--- config.mk ---
export PLATFORM = sky130hd
export DESIGN_NAME = mem_port_arbiter
export DESIGN_NICKNAME = d
export VERILOG_FILES = /design/src/rtl/mem_port_arbiter.sv
export SDC_FILE = /design/constraint.sdc
export NUM_CORES = 1
export LEC_CHECK = 0
export BUFFER_PORTS_ARGS = -buffer_cell sky130_fd_sc_hd__buf_2
export CAP_MARGIN = 20
export CORE_ASPECT_RATIO = 0.8
export CORE_MARGIN = 2
export CORE_UTILIZATION = 51
export CTS_CLUSTER_DIAMETER = 50
export CTS_CLUSTER_SIZE = 25
export DETAILED_ROUTE_END_ITERATION = 16
export GPL_TIMING_DRIVEN = 0
export PLACE_DENSITY = 0.92
export RECOVER_POWER = 100
export SLEW_MARGIN = 15
export SYNTH_ARGS = -nofsm -noshare
export SYNTH_HDL_FRONTEND = slang
export SYNTH_SLANG_ARGS = --single-unit
--- constraint.sdc ---
create_clock -name clk -period 3.4 [get_ports clk]
set_input_delay 0.51 -clock clk [delete_from_list [all_inputs] [get_ports clk]]
set_output_delay 0.51 -clock clk [all_outputs]
set_load 0.01 [all_outputs]
--- src/rtl/mem_port_arbiter.sv ---
// Single-port memory arbiter: fetch (if_*) vs load/store (dm_*), one transaction at a time.
// Optional MEM_ARB_RR_EN: round-robin arbitration instead of dm priority with starvation guard.
module mem_port_arbiter #(
   parameter int AW     = 16,
   parameter int DW     = 16,
   parameter int STARVE = 4
) (
   input  logic          clk,
   input  logic          reset,
   input  logic          if_req,
   input  logic [AW-1:0] if_addr,
   output logic          if_ack,
   output logic [DW-1:0] if_rdata,
   input  logic          dm_req,
   input  logic          dm_we,
   input  logic [AW-1:0] dm_addr,
   input  logic [DW-1:0] dm_wdata,
   output logic          dm_ack,
   output logic [DW-1:0] dm_rdata,
   output logic          mem_req,
   output logic          mem_we,
   output logic [AW-1:0] mem_addr,
   output logic [DW-1:0] mem_wdata,
   input  logic          mem_ack,
   input  logic [DW-1:0] mem_rdata
);

   typedef enum logic [1:0] {S_IDLE, S_ISSUE, S_WAIT, S_DONE} state_t;

   localparam logic OWN_IF = 1'b0;
   localparam logic OWN_DM = 1'b1;

   state_t        r_state;
   state_t        w_next;
   logic          r_owner;
   logic          r_mem_req;
   logic          r_mem_we;
   logic [AW-1:0] r_mem_addr;
   logic [DW-1:0] r_mem_wdata;
   logic          r_if_ack;
   logic          r_dm_ack;
   logic [DW-1:0] r_if_rdata;
   logic [DW-1:0] r_dm_rdata;

   logic          w_owner;
   logic          w_mem_req;
   logic          w_mem_we;
   logic [AW-1:0] w_mem_addr;
   logic [DW-1:0] w_mem_wdata;
   logic          w_if_ack;
   logic          w_dm_ack;
   logic [DW-1:0] w_if_rdata;
   logic [DW-1:0] w_dm_rdata;

   logic          w_any_req;
   logic          w_grant_dm;

   assign w_any_req = if_req | dm_req;

`ifdef MEM_ARB_RR_EN
   logic r_last_grant;

   // On a tie the requester that did not win last time goes next.
   assign w_grant_dm = dm_req & (~if_req | (r_last_grant == OWN_IF));

   always_ff @(posedge clk or negedge reset) begin
      if (!reset) begin
         r_last_grant <= OWN_IF;
      end else if ((r_state == S_IDLE) && w_any_req) begin
         r_last_grant <= w_grant_dm;
      end
   end
`else
   logic [3:0] r_starve;

   assign w_grant_dm = dm_req & (~if_req | (r_starve < 4'(STARVE)));

   // Counts dm wins over a waiting fetch; it only advances below STARVE, so it saturates there.
   always_ff @(posedge clk or negedge reset) begin
      if (!reset) begin
         r_starve <= 4'd0;
      end else if (r_state == S_IDLE) begin
         if (!if_req) begin
            r_starve <= 4'd0;
         end else if (w_grant_dm) begin
            r_starve <= r_starve + 4'd1;
         end else begin
            r_starve <= 4'd0;
         end
      end
   end
`endif

   always_ff @(posedge clk or negedge reset) begin
      if (!reset) begin
         r_state <= S_IDLE;
      end else begin
         r_state <= w_next;
      end
   end

   always_comb begin
      w_next = r_state;
      case (r_state)
         S_IDLE:  if (w_any_req) w_next = S_ISSUE;
         S_ISSUE: w_next = S_WAIT;
         S_WAIT:  if (mem_ack) w_next = S_DONE;
         S_DONE:  w_next = S_IDLE;
         default: w_next = S_IDLE;
      endcase
   end

   // Next values of the registered outputs; the acks fire in DONE because they are set on leaving WAIT.
   always_comb begin
      w_owner     = r_owner;
      w_mem_req   = 1'b0;
      w_mem_we    = r_mem_we;
      w_mem_addr  = r_mem_addr;
      w_mem_wdata = r_mem_wdata;
      w_if_ack    = 1'b0;
      w_dm_ack    = 1'b0;
      w_if_rdata  = r_if_rdata;
      w_dm_rdata  = r_dm_rdata;
      case (r_state)
         S_IDLE: begin
            if (w_any_req) begin
               w_mem_req = 1'b1;
               w_owner   = w_grant_dm;
               if (w_grant_dm) begin
                  w_mem_we    = dm_we;
                  w_mem_addr  = dm_addr;
                  w_mem_wdata = dm_wdata;
               end else begin
                  w_mem_we    = 1'b0;
                  w_mem_addr  = if_addr;
                  w_mem_wdata = '0;
               end
            end
         end
         S_WAIT: begin
            if (mem_ack) begin
               w_mem_we = 1'b0;
               if (r_owner == OWN_IF) begin
                  w_if_ack   = 1'b1;
                  w_if_rdata = mem_rdata;
               end else begin
                  w_dm_ack = 1'b1;
                  if (!r_mem_we) w_dm_rdata = mem_rdata;
               end
            end
         end
         default: begin
         end
      endcase
   end

   always_ff @(posedge clk or negedge reset) begin
      if (!reset) begin
         r_owner     <= OWN_IF;
         r_mem_req   <= 1'b0;
         r_mem_we    <= 1'b0;
         r_mem_addr  <= '0;
         r_mem_wdata <= '0;
         r_if_ack    <= 1'b0;
         r_dm_ack    <= 1'b0;
         r_if_rdata  <= '0;
         r_dm_rdata  <= '0;
      end else begin
         r_owner     <= w_owner;
         r_mem_req   <= w_mem_req;
         r_mem_we    <= w_mem_we;
         r_mem_addr  <= w_mem_addr;
         r_mem_wdata <= w_mem_wdata;
         r_if_ack    <= w_if_ack;
         r_dm_ack    <= w_dm_ack;
         r_if_rdata  <= w_if_rdata;
         r_dm_rdata  <= w_dm_rdata;
      end
   end

   assign if_ack    = r_if_ack;
   assign if_rdata  = r_if_rdata;
   assign dm_ack    = r_dm_ack;
   assign dm_rdata  = r_dm_rdata;
   assign mem_req   = r_mem_req;
   assign mem_we    = r_mem_we;
   assign mem_addr  = r_mem_addr;
   assign mem_wdata = r_mem_wdata;

endmodule
After elaboration in Yosys (flattened, before gate mapping) --
Cells that the tools add are included.
Storage, ports and cells: bits of input ports 70, word-level logic and storage cells 50, output and inout port bits 68, register bits after elaboration 75
Operators by class: reduce and logical (&&, ||, !) cells 7, magnitude comparators 1, equal/unequal tests 5, bitwise gates (word level) 6, add/sub/neg operators 1, muxes and demuxes 19
Operators with widths (number):
- 16-bit two-way mux | 2
- 1-bit two-way mux | 11
- 4-bit two-way mux | 2
- 2-bit case mux with 4 select lines | 1
- 3-bit AND reduction | 2
- 4-bit by 1-bit adder with 4-bit output (second input constant) | 1
- 2-bit equality test (second input constant) | 2
- 4-bit by 3-bit < comparator with 1-bit output (second input constant) | 1
- 2-bit two-way mux | 2
- 2-bit != test (second input constant) | 2
- 2-bit AND reduction | 2
- 4-bit AND reduction | 1
- 1-bit inverter | 3
- 2-bit by 1-bit equality test with 1-bit output (second input constant) | 1
- 2-bit zero test | 1
- 1-bit OR | 2
- 1-bit case mux with 2 select lines | 1
- 2-bit nonzero test | 1
- 1-bit bitwise AND | 1

Longest topological paths before layout --
Gate-level depths: netlist of the first run.
depth after elaboration 6, gate-level depth with buffers 8, depth with buffers taken out 6

Worst setup path before layout of the first run --
OpenSTA, ideal clock, no wires.
path type register to register, start reg r_state[0], end reg r_dm_rdata[10], in the netlist dm_rdata[10], arrival time 1493 ps, path slack 1782 ps, stages on the path, launching flop included 8, setup time 125 ps, clock period less this slack 1618 ps, path buffers 2, required time 3275 ps, cell sequence dfrtp_1 inv_1 ha_1 and3_4 nand2b_2 buf_6 buf_12 mux2_4
On the way: cells in the longest elaborated chain, start to end 2
RTL lines:
- start: declaration | RTL line 33 | state_t r_state;
- start signal: assignment | RTL line 98 | r_state <= w_next;
- 2-bit equality test | RTL line 124 | case (r_state)
- 4-bit AND reduction (no source line)
- end signal: assignment | RTL line 177 | r_dm_rdata <= w_dm_rdata;
- end: declaration | RTL line 43 | logic [DW-1:0] r_dm_rdata;
Every way passes these cells. A chain may end at the register's enable or synchronous reset.

Worst setup path in the final report of the first run --
start reg r_state[0], end reg r_mem_addr[13], in the netlist mem_addr[13]
On the way: cells in the longest elaborated chain, start to end 2
RTL lines:
- 2-bit zero test | RTL line 124
- 2-bit AND reduction (no source line)
- end signal: assignment | RTL line 172 | r_mem_addr <= w_mem_addr;
- end: declaration | RTL line 38 | logic [AW-1:0] r_mem_addr;
Every way passes these cells.

==> results of run 1 <==
==> path summary, 6_finish.rpt <==
check,start,to,slack [ns],cells after the start
worst max-delay path,r_state[0],mem_addr[13],1.04,8
worst min-delay path,dm_wdata[10],mem_wdata[10],0.38,2
worst max register to register,r_state[0],mem_addr[13],1.04,8
worst min register to register,mem_addr[15],mem_addr[15],0.51,2
max in group asynchronous,reset,mem_addr[10],1.40,1
min in group asynchronous,reset,dm_rdata[9],0.78,1
==> worst register-to-register path, stage by stage (launching register included) <==
cell and delay (ns):
dfrtp_1 0.39, inv_1 0.10, ha_1 0.15, clkbuf_1 0.25
o21ai_0 0.37, inv_1 0.31, clkbuf_1 0.40, nand2_1 0.11
o211ai_1 0.20
==> cell families after synthesis <==
logic type / after synthesis
AO/OA/AOI/OAI: 40
buffers and inverters: 21
AND/OR/NAND/NOR: 62
flip-flops: 75
adder cells (fa/ha/maj): 4
multiplexers: 34
==> power groups by stage <==
stage | clock [mW] | combinational, mW | sequential, mW
after detailed placement | 0 | 1.66 | 1.57
after global placement | 0 | 1.61 | 1.53
after floorplan | 0 | 0.814 | 1.74
final | 0.709 | 1.46 | 1.57
after CTS | 0.725 | 1.68 | 1.56
after global routing | 0.769 | 1.60 | 1.62
==> state kept, by name (all words and copies together) (netlist names) <==
name,count
r_owner,1
dm_ack,1
if_rdata,16
dm_rdata,16
r_starve,4
r_state,2
if_ack,1
mem_req,1
mem_addr,16
mem_we,1
mem_wdata,16
==> layer usage <==
metal	track usage	share of wire
met3	0.0963	0.070
met4	0.0398	0.0067
met2	0.388	0.49
met1	0.295	0.43
met5	0	0
==> cell type report <==
class / instances / area (µm²) / share of cell area
multi-input cells: 140 / 1090 / 0.272
repair buffers: 138 / 619 / 0.155
well taps: 81 / 101 / 0.0253
clock buffers: 10 / 138 / 0.0344
plain buffers: 17 / 95.1 / 0.0237
flip-flops and latches: 75 / 1880 / 0.469
inverters: 4 / 15.0 / 0.00375
clock inverters: 6 / 71.3 / 0.0178
==> cells in the final DEF, fill, tap and decap left out, drive strengths merged <==
cell type and n:
a21o 1, a22o 16, a31o 1, a41o 2, and2 1, and3 2, and4b 1, buf 74
bufinv 1, clkbuf 91, clkinv 1, clkinvlp 2, dfrtp 75, ha 4, inv 6, mux2 34
nand2 32, nand2b 1, nand3b 1, nand4 16, nor2 3, nor2b 4, nor3b 1, o211ai 16
o21ai 2, o31a 1, o32a 1
==> per-stage QoR <==
step / power, mW / setup WS, ns
finish: 3.74 / 1.04
global route: 3.99 / 0.788
CTS: 3.96 / 1.64
detailed placement: 3.23 / 1.66
global placement: 3.14 / 1.41
floorplan: 2.56 / 1.78
==> impl_metrics.yaml, run 1 <==
clock_tree:
  clk_pin_slew_ns: 0.08
  htree_levels: 3
  postCtsSetupBuffers: 0
  postCtsHoldBufs: 0
  cts_root_buf: "clkbuf_8"
  cts_tree: "done"
  clock_path_buffers: 2
  clkLatencyLatePin_ns: 0.35
  numClockSinks: 75
  cts-buffers-inserted: 9
  ctsResizeCount: 0
yosys:
  syn_area_per_cell_um2: 13.4
  ys_ff_latch: 75
  synth_compound_area_frac: 0.110
  synth_edf_count: 0
  synth_area_leaders: "dfrtp_1, mux2_2, mux2_4"
  synthTopCellsByCount: "dfrtp_1, nand2_1, mux2_2, a22o_1, nand4_1"
  synthArstFlopShare: 1.00
  ys_warn_count: 0
  ys_seq_area_frac: 0.593
  synthCells: 236
  synth_top_family_by_area: "multiplexers"
  synthAdderAreaFrac: 0.0158
  ys_types: 29
  synth_top_area_cell: "dfrtp_1"
  yosys.area.top_type_share: 0.593
  synthesis.area_um2: 3160
  synthFlopType: "dfrtp_1"
  synth-xor-area-share: 0
  synth_nets: 310
  yosys.area_share.simple: 0.104
  yosysMostFrequentCell: "dfrtp_1"
  synthMuxAreaShare: 0.133
finish:
  nFillCells: 502
  final_core_util: 0.674
  stdcell_count: 471
  final_area_um2: 4010
  diodes: 0
  drive_gt1_frac: 0.313
  nets: 459
  area_growth_pct: 26.6
route:
  final_antenna_net_count: 0
  drtPass1Iterations: 4
  routedWlPerCell_um: 16.6
  wirelength_mm: 7.81
  drc_errors: 0
  drtIter0Drc: 84
  via_per_inst: 5.16
  vias: 2429
placed_design:
  dp.cells: 455
  numPortBuffers: 137
  place_congestion: 0.734
  placed_cell_area_um2: 3970
  hpwl_mm: 5.80
die:
  fp.dieW_um: 92.1
  start_util: 0.532
  dieArea_um2: 6850
  io_pins: 138
  die_h_um: 74.5
  core_um2: 5940
  rows: 25
power_and_ir_drop:
  switching_share: 0.376
  p_per_area_nw_per_um2: 935
  leakagePower_nw: 1.88
  combPwrFrac: 0.390
  ir_worst_vdd_v: 0.000422
  p_clk_frac: 0.189
  seqPwrFrac: 0.420
  switching_power_mw: 1.41
  p_int_mw: 2.34
worst_setup_path:
  endpoint_kind: "flop"
  worstPathArrival_ns: 2.62
  critical_path_class: "reg -> reg"
  slowest_stage: "clkbuf_1"
  cp_max_fo: 10
  max_stage_delay_ns: 0.40
  critPathBufInv: 4
  cp-start-kind: "flop"
  worstPathCellList: "inv_1 > ha_1 > clkbuf_1 > o21ai_0 > inv_1 > clkbuf_1 > nand2_1 > o211ai_1"
  critical_path.top_delay_family: "buffers and inverters"
  cp_data_required_time_ns: 3.66
run_status:
  violations: "max-capacitance violations, max-slew violations"
  status: "complete, but fails checks"
sta:
  max-slew-margin-rel: -0.428
  finalSetupViolations: 0
  rsz0062_at_grt: "false"
  finalClockSkew_ns: 0.00545
  period_share: 0.694
  fmax_mhz: 424
  holdWs_ns: 0.380
  fin_crit_ns: 2.36
  hold_viol_final: 0
  tightest_slew_ns: 2.14
  fin_setup_tns_ns: 0
  maxSlewViolCount: 40
grt:
  antenna_found_initial: 0
  grt-ovfl-total: 0
  grt_pass1_wl_mm: 12.1
  grt_pass1_vias: 2417
  track_usage: 0.232
  grt_max_degree: 41
flow_run:
  cap_violations: 1
hold_path:
  hp-class: "in -> reg"
No activity file was read; power rests on OpenSTA's default activity.
==> inputs of run 2 (changes only) <==
Settings changed: CORE_UTILIZATION 51 to 43, PLACE_DENSITY 0.92 to 0.83.
Clock period 3.4 ns to 2 ns, I/O delays scaled along.
==> run 2 against run 1 <==
  * The run now ends clean
  * Worst hold slack worse by 0.22 ns
  * Flip-flop and latch count stayed put
  * Setup slack worse by 0.85 ns
  * Cell count is 1.5% higher
  * Sequential share of layout area is 0.69 points lower
==> impl_metrics.yaml, run 2 (synthesis results as in run 1) <==
worst_setup_path:
  worstPathCellList: "inv_1 > ha_1 > and3_1 > nand2b_2 > buf_6 > buf_4 > mux2_4"
  cp_data_required_time_ns: 2.24
  critical_path_class: "reg -> reg"
  cp_num_cells: 7
  cp_max_fo: 10
  reg2regPathDepth: 7
  endpoint_kind: "flop"
  cp-start-kind: "flop"
  worstSetupStartpoint: "r_state[0]"
  r2r-end: "dm_rdata[12]"
  slowest_stage: "dfrtp_1"
  worstPathArrival_ns: 2.05
  endpoint: "dm_rdata[12]"
  rr_startpoint: "r_state[0]"
  critPathBufInv: 3
  r2r_slack_ns: 0.19
  max_stage_delay_ns: 0.38
  critical_path.top_delay_family: "buffers and inverters"
placed_design:
  placed_cell_area_um2: 3980
  numPortBuffers: 137
  place_congestion: 0.798
  hpwl_mm: 5.76
sta:
  period_share: 0.906
  finalSetupViolations: 0
  finalClockSkew_ns: 0.00682
  fin_setup_tns_ns: 0
  maxSlewViolCount: 0
  hold_viol_final: 0
  rsz0062_at_grt: "false"
  tightest_slew_ns: 0.952
  fmax_mhz: 552
  max-slew-margin-rel: 0.365
  fin_crit_ns: 1.81
clock_tree:
  numClockSinks: 75
  htree_levels: 3
  cts-buffers-inserted: 9
  cts_root_buf: "clkbuf_8"
  postCtsSetupBuffers: 0
  cts_tree: "done"
  clock_path_buffers: 2
  clkLatencyLatePin_ns: 0.35
  clk_pin_slew_ns: 0.09
finish:
  final_common_cell: "clkbuf_1"
  nets: 460
  drive_gt1_frac: 0.353
  area_growth_pct: 28.5
  final_cell_mix: "clkbuf_1, dfrtp_1, buf_2"
  final_area_um2: 4070
  nFillCells: 613
  diodes: 0
grt:
  grt-ovfl-total: 0
  grt_max_degree: 41
  grt_pass1_vias: 2467
  antenna_found_initial: 0
  grt_pass1_wl_mm: 12.0
  track_usage: 0.195
route:
  drc_errors: 0
  wirelength_mm: 7.77
  drtIter0Drc: 86
  drtPass1Iterations: 4
  via_per_inst: 5.16
  routedWlPerCell_um: 16.3
  vias: 2465
  final_antenna_net_count: 0
power_and_ir_drop:
  ir_worst_vdd_v: 0.000469
  p_per_area_nw_per_um2: 1590
  p_total_mw: 6.45
  leakagePower_nw: 1.94
die:
  start_util: 0.452
  rows: 27
  dieArea_um2: 8070
  fp.dieW_um: 99.9
  core_um2: 6990
  io_pins: 138
  die_h_um: 80.7
run_status:
  status: "finished clean"
flow_run:
  cap_violations: 0
hold_path:
  hp-class: "in -> reg"
## run 2: report_power, final
part	internal, mW	switching (mW)
logic	1.18	1.40
clock network	0.598	0.624
registers	2.25	0.390
total	4.04	2.41
## run 2: worst register-to-register path: stages (launching register included)
cell	delay [ns]
dfrtp_1	0.38
inv_1	0.11
ha_1	0.26
and3_1	0.22
nand2b_2	0.08
buf_6	0.14
buf_4	0.20
mux2_4	0.32
## run 2: routing by layer
metal / wire length [µm] / up-vias / global-route usage
met4: 65 / 0 / 0.0466
met3: 598 / 7 / 0.0827
met1: 3290 / 1215 / 0.232
met5: 0 / - / 0
met2: 3810 / 85 / 0.330
li1: - / 1158 / -
## run 2: layout make-up
| class | instances | area (µm²) | share of cell area |
|---|---|---|---|
| Tap cell | 87 | 109 | 0.0268 |
| Multi-Input combinational cell | 140 | 1120 | 0.277 |
| Sequential cell | 75 | 1880 | 0.462 |
| Inverter | 4 | 15.0 | 0.00369 |
| Buffer | 17 | 103 | 0.0252 |
| Clock buffer | 9 | 124 | 0.0305 |
| Clock inverter | 7 | 82.6 | 0.0203 |
| Timing Repair Buffer | 139 | 631 | 0.155 |
## run 2: timing repair
| item | in CTS | in global routing |
|---|---|---|
| hold endpoints to repair | 35 | 0 |
| gates resized for setup | 0 | 0 |
| hold buffers | 1 | 0 |
## run 2: worst min-delay path by stage
stage | depth (start not counted) | startpoint | to
after floorplan | 0 | reset | dm_ack
after global placement | 2 | mem_addr[9] | mem_addr[9]
after detailed placement | 1 | reset | if_rdata[3]
after CTS | 2 | dm_wdata[11] | mem_wdata[11]
after global routing | 2 | dm_wdata[11] | mem_wdata[11]
final | 2 | dm_wdata[11] | mem_wdata[11]
## run 2: per-stage QoR
stage | utilization | setup WS (ns) | hold slack, ns | cells
finish | 0.581 | 0.188 | 0.162 | 478
detailed placement | 0.569 | 0.242 | 0.291 | 461
global route | 0.581 | 0.0801 | 0.147 | 478
global placement | 0.566 | 0.177 | 0.464 | 460
CTS | 0.600 | 0.233 | 0.152 | 478
floorplan | - | 0.382 | 0.00441 | 236
==> inputs of run 3 (changes only) <==
Settings changed: CORE_UTILIZATION 43 to 47, PLACE_DENSITY 0.83 to 0.86.
Clock period 2 ns to 1.9 ns, I/O delays scaled along.
==> run 3 against run 2 <==
  * Clock-buffer cell count is 2 higher
  * Global-route usage is 2.1 points higher
  * Flip-flop and latch count stayed put
  * Sequential power is 6% higher
  * Register-to-register slack worse by 0.08 ns
  * Critical path type unchanged
  * Critical endpoint is now dm_rdata[9]
  * Largest cell class unchanged
==> impl_metrics.yaml, run 3 (synthesis results as in run 1) <==
power_and_ir_drop:
  seqPwrFrac: 0.413
  p_int_mw: 4.28
  leakagePower_nw: 1.95
  switching_share: 0.367
  combPwrFrac: 0.405
  p_per_area_nw_per_um2: 1670
  p_total_mw: 6.77
  p_clk_frac: 0.182
  switching_power_mw: 2.49
  ir_worst_vdd_v: 0.000714
grt:
  antenna_found_initial: 0
  track_usage: 0.216
  grt_pass1_vias: 2493
  grt-ovfl-total: 0
  grt_max_degree: 42
  grt_pass1_wl_mm: 12.1
sta:
  finalClockSkew_ns: 0.00455
  fin_setup_tns_ns: 0
  max-slew-margin-rel: 0.445
  tightest_slew_ns: 0.832
  finalSetupViolations: 0
  maxSlewViolCount: 0
  fin_crit_ns: 1.79
  rsz0062_at_grt: "false"
  hold_viol_final: 0
  period_share: 0.945
  fmax_mhz: 557
hold_path:
  hp-class: "in -> reg"
clock_tree:
  clkLatencyLatePin_ns: 0.34
  cts-buffers-inserted: 9
  postCtsSetupBuffers: 0
  htree_levels: 3
  clk_pin_slew_ns: 0.07
  cts_root_buf: "clkbuf_8"
  cts_tree: "done"
  numClockSinks: 75
  clock_path_buffers: 2
flow_run:
  cap_violations: 0
worst_setup_path:
  cp_data_required_time_ns: 2.13
  endpoint_kind: "flop"
  worstPathArrival_ns: 2.03
  cp_max_fo: 10
  critical_path_class: "reg -> reg"
  cp-start-kind: "flop"
finish:
  drive_gt1_frac: 0.351
  regArea_um2: 1880
  multiInputGateArea_um2: 1120
  final_cell_mix: "clkbuf_1, dfrtp_1, buf_2"
  nets: 459
  diodes: 0
  area_growth_pct: 28.3
  final_common_cell: "clkbuf_1"
  nFillCells: 552
die:
  start_util: 0.491
  rows: 26
  die_h_um: 77.4
  io_pins: 138
  fp.dieW_um: 95.7
  core_um2: 6440
  dieArea_um2: 7410
route:
  drtIter0Drc: 107
  via_per_inst: 5.21
  drtPass1Iterations: 4
  final_antenna_net_count: 0
  vias: 2471
  drc_errors: 0
  wirelength_mm: 7.75
  routedWlPerCell_um: 16.4
placed_design:
  place_congestion: 0.845
  hpwl_mm: 5.79
  numPortBuffers: 137
run_status:
  status: "finished clean"
## run 3: cell count changes in the layout (fill, tap and decap cells not counted), sizes merged
cell,delta
clkbuf,+1
clkinv,+1
clkinvlp,-1
inv,-2
## run 3: layer usage
| metal | vias to the layer above | share of wire | track usage |
|---|---|---|---|
| met5 | - | 0 | 0 |
| met3 | 11 | 0.068 | 0.0650 |
| met4 | 0 | 0.013 | 0.0586 |
| li1 | 1160 | - | - |
| met2 | 84 | 0.50 | 0.365 |
| met1 | 1216 | 0.42 | 0.268 |
## run 3: final timing paths
| path | end | startpoint | slack (ns) | cells after the start |
|---|---|---|---|---|
| min in group asynchronous | dm_rdata[3] | reset | 0.57 | 2 |
| worst max-delay path | dm_rdata[9] | r_state[0] | 0.11 | 7 |
| worst min register to register | mem_addr[2] | mem_addr[2] | 0.50 | 2 |
| worst max register to register | dm_rdata[9] | r_state[0] | 0.11 | 7 |
| max in group asynchronous | mem_addr[4] | reset | 0.28 | 3 |
| worst min-delay path | mem_wdata[0] | dm_wdata[0] | 0.15 | 2 |
## run 3: per-stage QoR
step	utilization	instance area, µm²	std cells	worst slack, ns	hold WS (ns)
floorplan	-	3160	236	0.282	-0.0106
global placement	0.614	3960	457	0.0993	0.465
detailed placement	0.618	3980	458	0.117	0.262
CTS	0.650	4190	475	0.105	0.135
global route	0.630	4060	474	0.00323	0.131
finish	0.630	4060	474	0.105	0.150
## run 3: power groups by stage
stage	sequential, mW	combinational, mW	clock (mW)
detailed placement	2.80	3.00	0
CTS	2.78	3.01	1.26
floorplan	3.12	1.46	0
finish	2.80	2.74	1.23
global placement	2.75	2.88	0
global route	2.90	3.00	1.34
## run 3: area by class of cell
class,count,share of cell area
multi-input cells,140,0.277
well taps,84,0.0259
clock buffers,11,0.0348
repair buffers,139,0.152
clock inverters,5,0.0148
flip-flops and latches,75,0.462
plain buffers,16,0.0290
inverters,4,0.00370
## run 3: critical path: stages, from the launching register on
cell and delay, ns:
dfrtp_1 0.38, inv_1 0.12, ha_1 0.28, and3_1 0.23, nand2b_2 0.07, buf_6 0.15
buf_12 0.15, mux2_4 0.29
## run 3: repair_timing
| action | CTS | global route |
|---|---|---|
| resized for setup | 0 | 0 |
| endpoints found under the setup margin | 0 | 1 |
| hold buffers | 1 | 0 |
| hold endpoints to repair | 34 | 0 |
